<file path="src/rtl/boton_eventos.sv">
// boton_eventos: turns a debounced button level into short/long/repeat pulses.
// Define BOTON_REPEAT_EN to build the auto-repeat generator in the LONG state.
// Ports:
//   clk           - clock, all logic on posedge
//   reset         - asynchronous active-low reset
//   boton_in      - debounced button level, 1 = pressed
//   pulso_corto   - one-cycle pulse on release of a short press
//   pulso_largo   - one-cycle pulse when the hold reaches COUNT_LARGO
//   pulso_repetir - one-cycle pulse every COUNT_REPETIR cycles of a long hold
//   presionado    - high while a press is in progress (PRESSED or LONG)
module boton_eventos #(
  parameter int COUNT_LARGO   = 50_000_000,
  parameter int COUNT_REPETIR = 10_000_000
) (
  input  logic clk,
  input  logic reset,
  input  logic boton_in,
  output logic pulso_corto,
  output logic pulso_largo,
  output logic pulso_repetir,
  output logic presionado
);

  localparam int CMAX = (COUNT_LARGO > COUNT_REPETIR) ?
                        COUNT_LARGO : COUNT_REPETIR;
  localparam int CW = (CMAX > 2) ? $clog2(CMAX) : 1;
  localparam logic [CW-1:0] LARGO_FIN = CW'(COUNT_LARGO - 1);
`ifdef BOTON_REPEAT_EN
  localparam logic [CW-1:0] REP_FIN = CW'(COUNT_REPETIR - 1);
`endif

  typedef enum logic [1:0] {
    BLOQUEO,
    IDLE,
    PRESSED,
    LONG
  } estado_t;

  estado_t       est_q, est_d;
  logic [CW-1:0] cnt_q, cnt_d;
  logic          corto_q, corto_d;
  logic          largo_q, largo_d;
  logic          rep_q, rep_d;
  logic          pres_q, pres_d;

  always_comb begin
    est_d   = est_q;
    cnt_d   = cnt_q;
    corto_d = 1'b0;
    largo_d = 1'b0;
    rep_d   = 1'b0;
    unique case (est_q)
      // Held through reset: ignore until a release is seen.
      BLOQUEO: begin
        if (!boton_in) est_d = IDLE;
      end
      IDLE: begin
        if (boton_in) begin
          est_d = PRESSED;
          cnt_d = '0;
        end
      end
      // Release is tested first so it wins on the threshold edge.
      PRESSED: begin
        if (!boton_in) begin
          est_d   = IDLE;
          corto_d = 1'b1;
        end else if (cnt_q == LARGO_FIN) begin
          est_d   = LONG;
          largo_d = 1'b1;
          cnt_d   = '0;
        end else begin
          cnt_d = cnt_q + 1'b1;
        end
      end
      LONG: begin
        if (!boton_in) begin
          est_d = IDLE;
        end
`ifdef BOTON_REPEAT_EN
        else if (cnt_q == REP_FIN) begin
          rep_d = 1'b1;
          cnt_d = '0;
        end else begin
          cnt_d = cnt_q + 1'b1;
        end
`endif
      end
      default: est_d = BLOQUEO;
    endcase
    pres_d = (est_d == PRESSED) || (est_d == LONG);
  end

  always_ff @(posedge clk or negedge reset) begin
    if (!reset) begin
      est_q   <= BLOQUEO;
      cnt_q   <= '0;
      corto_q <= 1'b0;
      largo_q <= 1'b0;
      rep_q   <= 1'b0;
      pres_q  <= 1'b0;
    end else begin
      est_q   <= est_d;
      cnt_q   <= cnt_d;
      corto_q <= corto_d;
      largo_q <= largo_d;
      rep_q   <= rep_d;
      pres_q  <= pres_d;
    end
  end

  assign pulso_corto   = corto_q;
  assign pulso_largo   = largo_q;
  assign pulso_repetir = rep_q;
  assign presionado    = pres_q;

endmodule

</file>
<file path="config.mk">
export PLATFORM = sky130hd
export DESIGN_NAME = boton_eventos
export DESIGN_NICKNAME = d
export VERILOG_FILES = /design/src/rtl/boton_eventos.sv
export SDC_FILE = /design/constraint.sdc
export NUM_CORES = 1
export LEC_CHECK = 0
export ABC_CLOCK_PERIOD_IN_PS = 2420
export CAP_MARGIN = 20
export CORE_MARGIN = 2
export CORE_UTILIZATION = 45
export CTS_CLUSTER_SIZE = 25
export DETAILED_ROUTE_END_ITERATION = 10
export MAX_ROUTING_LAYER = met4
export PLACE_DENSITY = 0.65
export SETUP_SLACK_MARGIN = 0.1
export SLEW_MARGIN = 40
export SYNTH_ARGS = -nofsm -noshare
export SYNTH_HDL_FRONTEND = slang
export SYNTH_SLANG_ARGS = --single-unit
</file>
<file path="constraint.sdc">
create_clock -name clk -period 2.42 [get_ports clk]
set_input_delay 0.363 -clock clk [delete_from_list [all_inputs] [get_ports clk]]
set_output_delay 0.363 -clock clk [all_outputs]
set_load 0.005 [all_outputs]
</file>
==> results.py, run 1 <==
metrics = {
    "cts": {
        "htree_levels": 2,
        "cts_tree": "done",
        "clockRootBuffer": "clkbuf_8",
        "clkTransAtPathRegs_ps": 70,
        "clkSinkCount": 30,
        "cts_resized": 0,
        "numCtsBuffers": 5,
        "postCtsSetupBuffers": 0,
        "clkLatencyLatePin_ps": 280,
        "clock_path_buffers": 2,
        "holdBufCountCts": 0,
    },
    "power": {
        "p_comb_share_pct": 24.1,
        "swShare_pct": 32.0,
        "power.net_switching_uw": 426,
        "p_int_uw": 904,
        "power_density_nw_per_um2": 669,
        "vdd.ir_drop.worst_mv": 0.301,
        "seqPwrFrac_pct": 43.8,
        "leakage_nw": 0.795,
        "p_clk_share_pct": 32.1,
    },
    "worst_setup_path": {
        "crit_family": "simple AND/OR/NAND/NOR gates",
        "critPathKind": "reg -> reg",
        "cpPeakStageDelay_ps": 430,
        "cp-end-kind": "flip-flop",
        "required_ps": 2620,
        "r2r-end": "cnt_q[19]$_DFFE_PN0P_",
        "r2r_start": "est_q[1]$_DFF_PN0_",
        "start_kind": "flip-flop",
        "crit_chain": "inv_1 > ha_1 > o2111a_1 > nand4_1 > buf_4 > or3_1 > a211oi_2",
        "critPathArrivalTime_ps": 2340,
        "crit_buf_inv": 2,
        "critPathSlowestCell": "dfrtp_1",
        "crit_path_start": "est_q[1]$_DFF_PN0_",
        "rr_worst_depth": 7,
        "r2r_slack_ps": 280,
        "cp_max_fo": 5,
    },
    "sta": {
        "setup_violations": 0,
        "rsz0062_at_grt": "false",
        "hold_viol_final": 0,
        "slew_violations": 0,
        "fmax_mhz": 466,
        "fin_crit_sh_pct": 88.6,
        "period_needed_ps": 2140,
        "skew_ps": 11.9,
        "tightestPinTransition_ps": 612,
        "max_slew_margin_pct": 58.8,
        "finalSetupTns_ps": 0,
    },
    "finish": {
        "fillers": 357,
        "drive_above_1_share_pct": 14.3,
        "antenna_cells": 0,
        "area_growth_pct": 12.7,
        "nets": 201,
        "utilization_pct": 53.5,
    },
    "global_routing": {
        "overflow": 0,
        "antenna_found_initial": 0,
        "grt_max_degree": 31,
        "grt_pass1_vias": 1526,
        "globalRouteTotalUtil_pct": 21.6,
        "grt_pass1_wl_um": 7120,
    },
    "synthesis": {
        "synth_ff_type": "dfrtp_1",
        "yosysTopAreaCell": "dfrtp_1",
        "yosys_warnings": 0,
        "synth_area_leaders": "dfrtp_1, a211oi_1, o21ai_0",
        "yosysMostFrequentCell": "dfrtp_1",
        "synth_cell_type_count": 46,
        "syn-num-nets": 189,
        "yosys-top-cells-count": "dfrtp_1, o21ai_0, a211oi_1",
        "synth_edf_count": 0,
        "synth_top_area_share_pct": 42.6,
        "synth-seq-area-share_pct": 42.6,
        "synth_area_um2": 1760,
        "syn_area_per_cell_um2": 9.64,
        "async_reset_ff_share_pct": 100,
        "netlist_instances": 183,
        "ys_ff_latch": 30,
    },
    "floorplanning": {
        "start_util_pct": 47.5,
        "die_h_um": 66.6,
        "io_pins": 7,
        "core_area_um2": 3720,
        "die_area_um2": 4440,
        "die_x_um": 66.6,
        "row_count": 22,
    },
    "detailed_routing": {
        "dr.pass1.iters": 4,
        "wl_um": 3930,
        "wire_per_inst_um": 16.1,
        "vias": 1523,
        "ant_nets": 0,
        "drt_drc_violations_left": 0,
        "vias_per_cell": 6.24,
        "drt-initial-drc-count": 74,
    },
    "hold_path": {
        "hold_path_class": "in -> async",
    },
    "placed_design": {
        "gp_congestion": 0.874,
        "portBuffers": 5,
        "dp_hpwl_um": 2850,
    },
    "run_status": {
        "status": "complete, no violations",
    },
    "run": {
        "drv_cap": 0,
    },
}
[per-stage QoR]
step	total power [mW]	cell area (um^2)	hold slack [ps]	std cells	setup slack, ps
final	1.33	1990	466	244	276
after detailed placement	0.909	1890	540	236	141
after global routing	1.41	1990	516	244	144
after CTS	1.34	1980	481	244	222
after global placement	0.891	1890	538	236	211
after floorplan	0.804	1760	67.4	183	419
[layout by cell type (no fill, tap or decap), types with 2 or more instances in the layout]
master	count
a211oi_1	12
a21oi_1	2
and3_1	3
and4_1	2
and4_2	2
buf_4	10
clkbuf_8	6
clkdlybuf4s50_1	5
dfrtp_1	30
ha_1	3
inv_1	5
mux2i_1	2
nand2_1	10
nand3_1	7
nand4_1	11
nor2_1	5
nor2b_1	2
nor3_1	12
nor4_1	2
o21ai_0	14
o31ai_1	6
or3_1	7
or4_1	8
xnor2_1	4
xor2_1	4
[final cells by class]
| class | instances | area, um^2 | area share, % |
|---|---|---|---|
| Clock inverter | 2 | 12.5 | 0.629 |
| Sequential cell | 30 | 751 | 37.8 |
| Multi-Input combinational cell | 138 | 938 | 47.2 |
| Timing Repair Buffer | 15 | 125 | 6.29 |
| Clock buffer | 6 | 82.6 | 4.15 |
| Tap cell | 48 | 60.1 | 3.02 |
| Inverter | 5 | 18.8 | 0.944 |
[layer usage]
metal,global-route usage (%),vias up,part of all wire [%]
met4,8.16,0,1.8
met1,27.1,757,45
met3,4.22,8,3.9
li1,-,726,-
met5,-,-,0
met2,34.8,32,49
[sequential cells by signal, summed over array words and instances (netlist names)]
name and flops:
cnt_q 26, pulso_largo 1, pulso_corto 1, est_q 2
[cell families after synthesis]
group	after synthesis	synth area share [%]
simple gates	82	29.4
compound gates	42	16.1
flops	30	42.6
buf+inv	15	4.54
xor+xnor	8	3.97
fa+ha+maj	3	2.13
mux	2	1.13
other cells	1	0.213
[worst reg2reg max path, cell delays in order (launching register included)]
cell	delay, ps
dfrtp_1	430
inv_1	80
ha_1	240
o2111a_1	280
nand4_1	220
buf_4	220
or3_1	350
a211oi_2	220
[how the worst max path moves through the flow]
stage | to | slack (ps) | cells after the start
floorplan | cnt_q[1]$_DFFE_PN0P_ | 420 | 4
global placement | cnt_q[25]$_DFFE_PN0P_ | 210 | 5
detailed placement | cnt_q[19]$_DFFE_PN0P_ | 140 | 6
CTS | cnt_q[19]$_DFFE_PN0P_ | 220 | 7
global route | cnt_q[13]$_DFFE_PN0P_ | 140 | 7
finish | cnt_q[19]$_DFFE_PN0P_ | 280 | 7
[power by group through the flow]
stage | combinational, mW | sequential (mW) | clock, mW
finish | 0.321 | 0.583 | 0.427
global route | 0.356 | 0.587 | 0.463
CTS | 0.320 | 0.580 | 0.438
detailed placement | 0.318 | 0.591 | 0
global placement | 0.303 | 0.588 | 0
floorplan | 0.227 | 0.577 | 0
(Power assumes the default switching activity.)
==> inputs of run 2 (changes only) <==
- HOLD_SLACK_MARGIN: unset -> 0.1
==> results of run 2 <==
The final DEF is identical to that of run 1; final timing and power are the same.
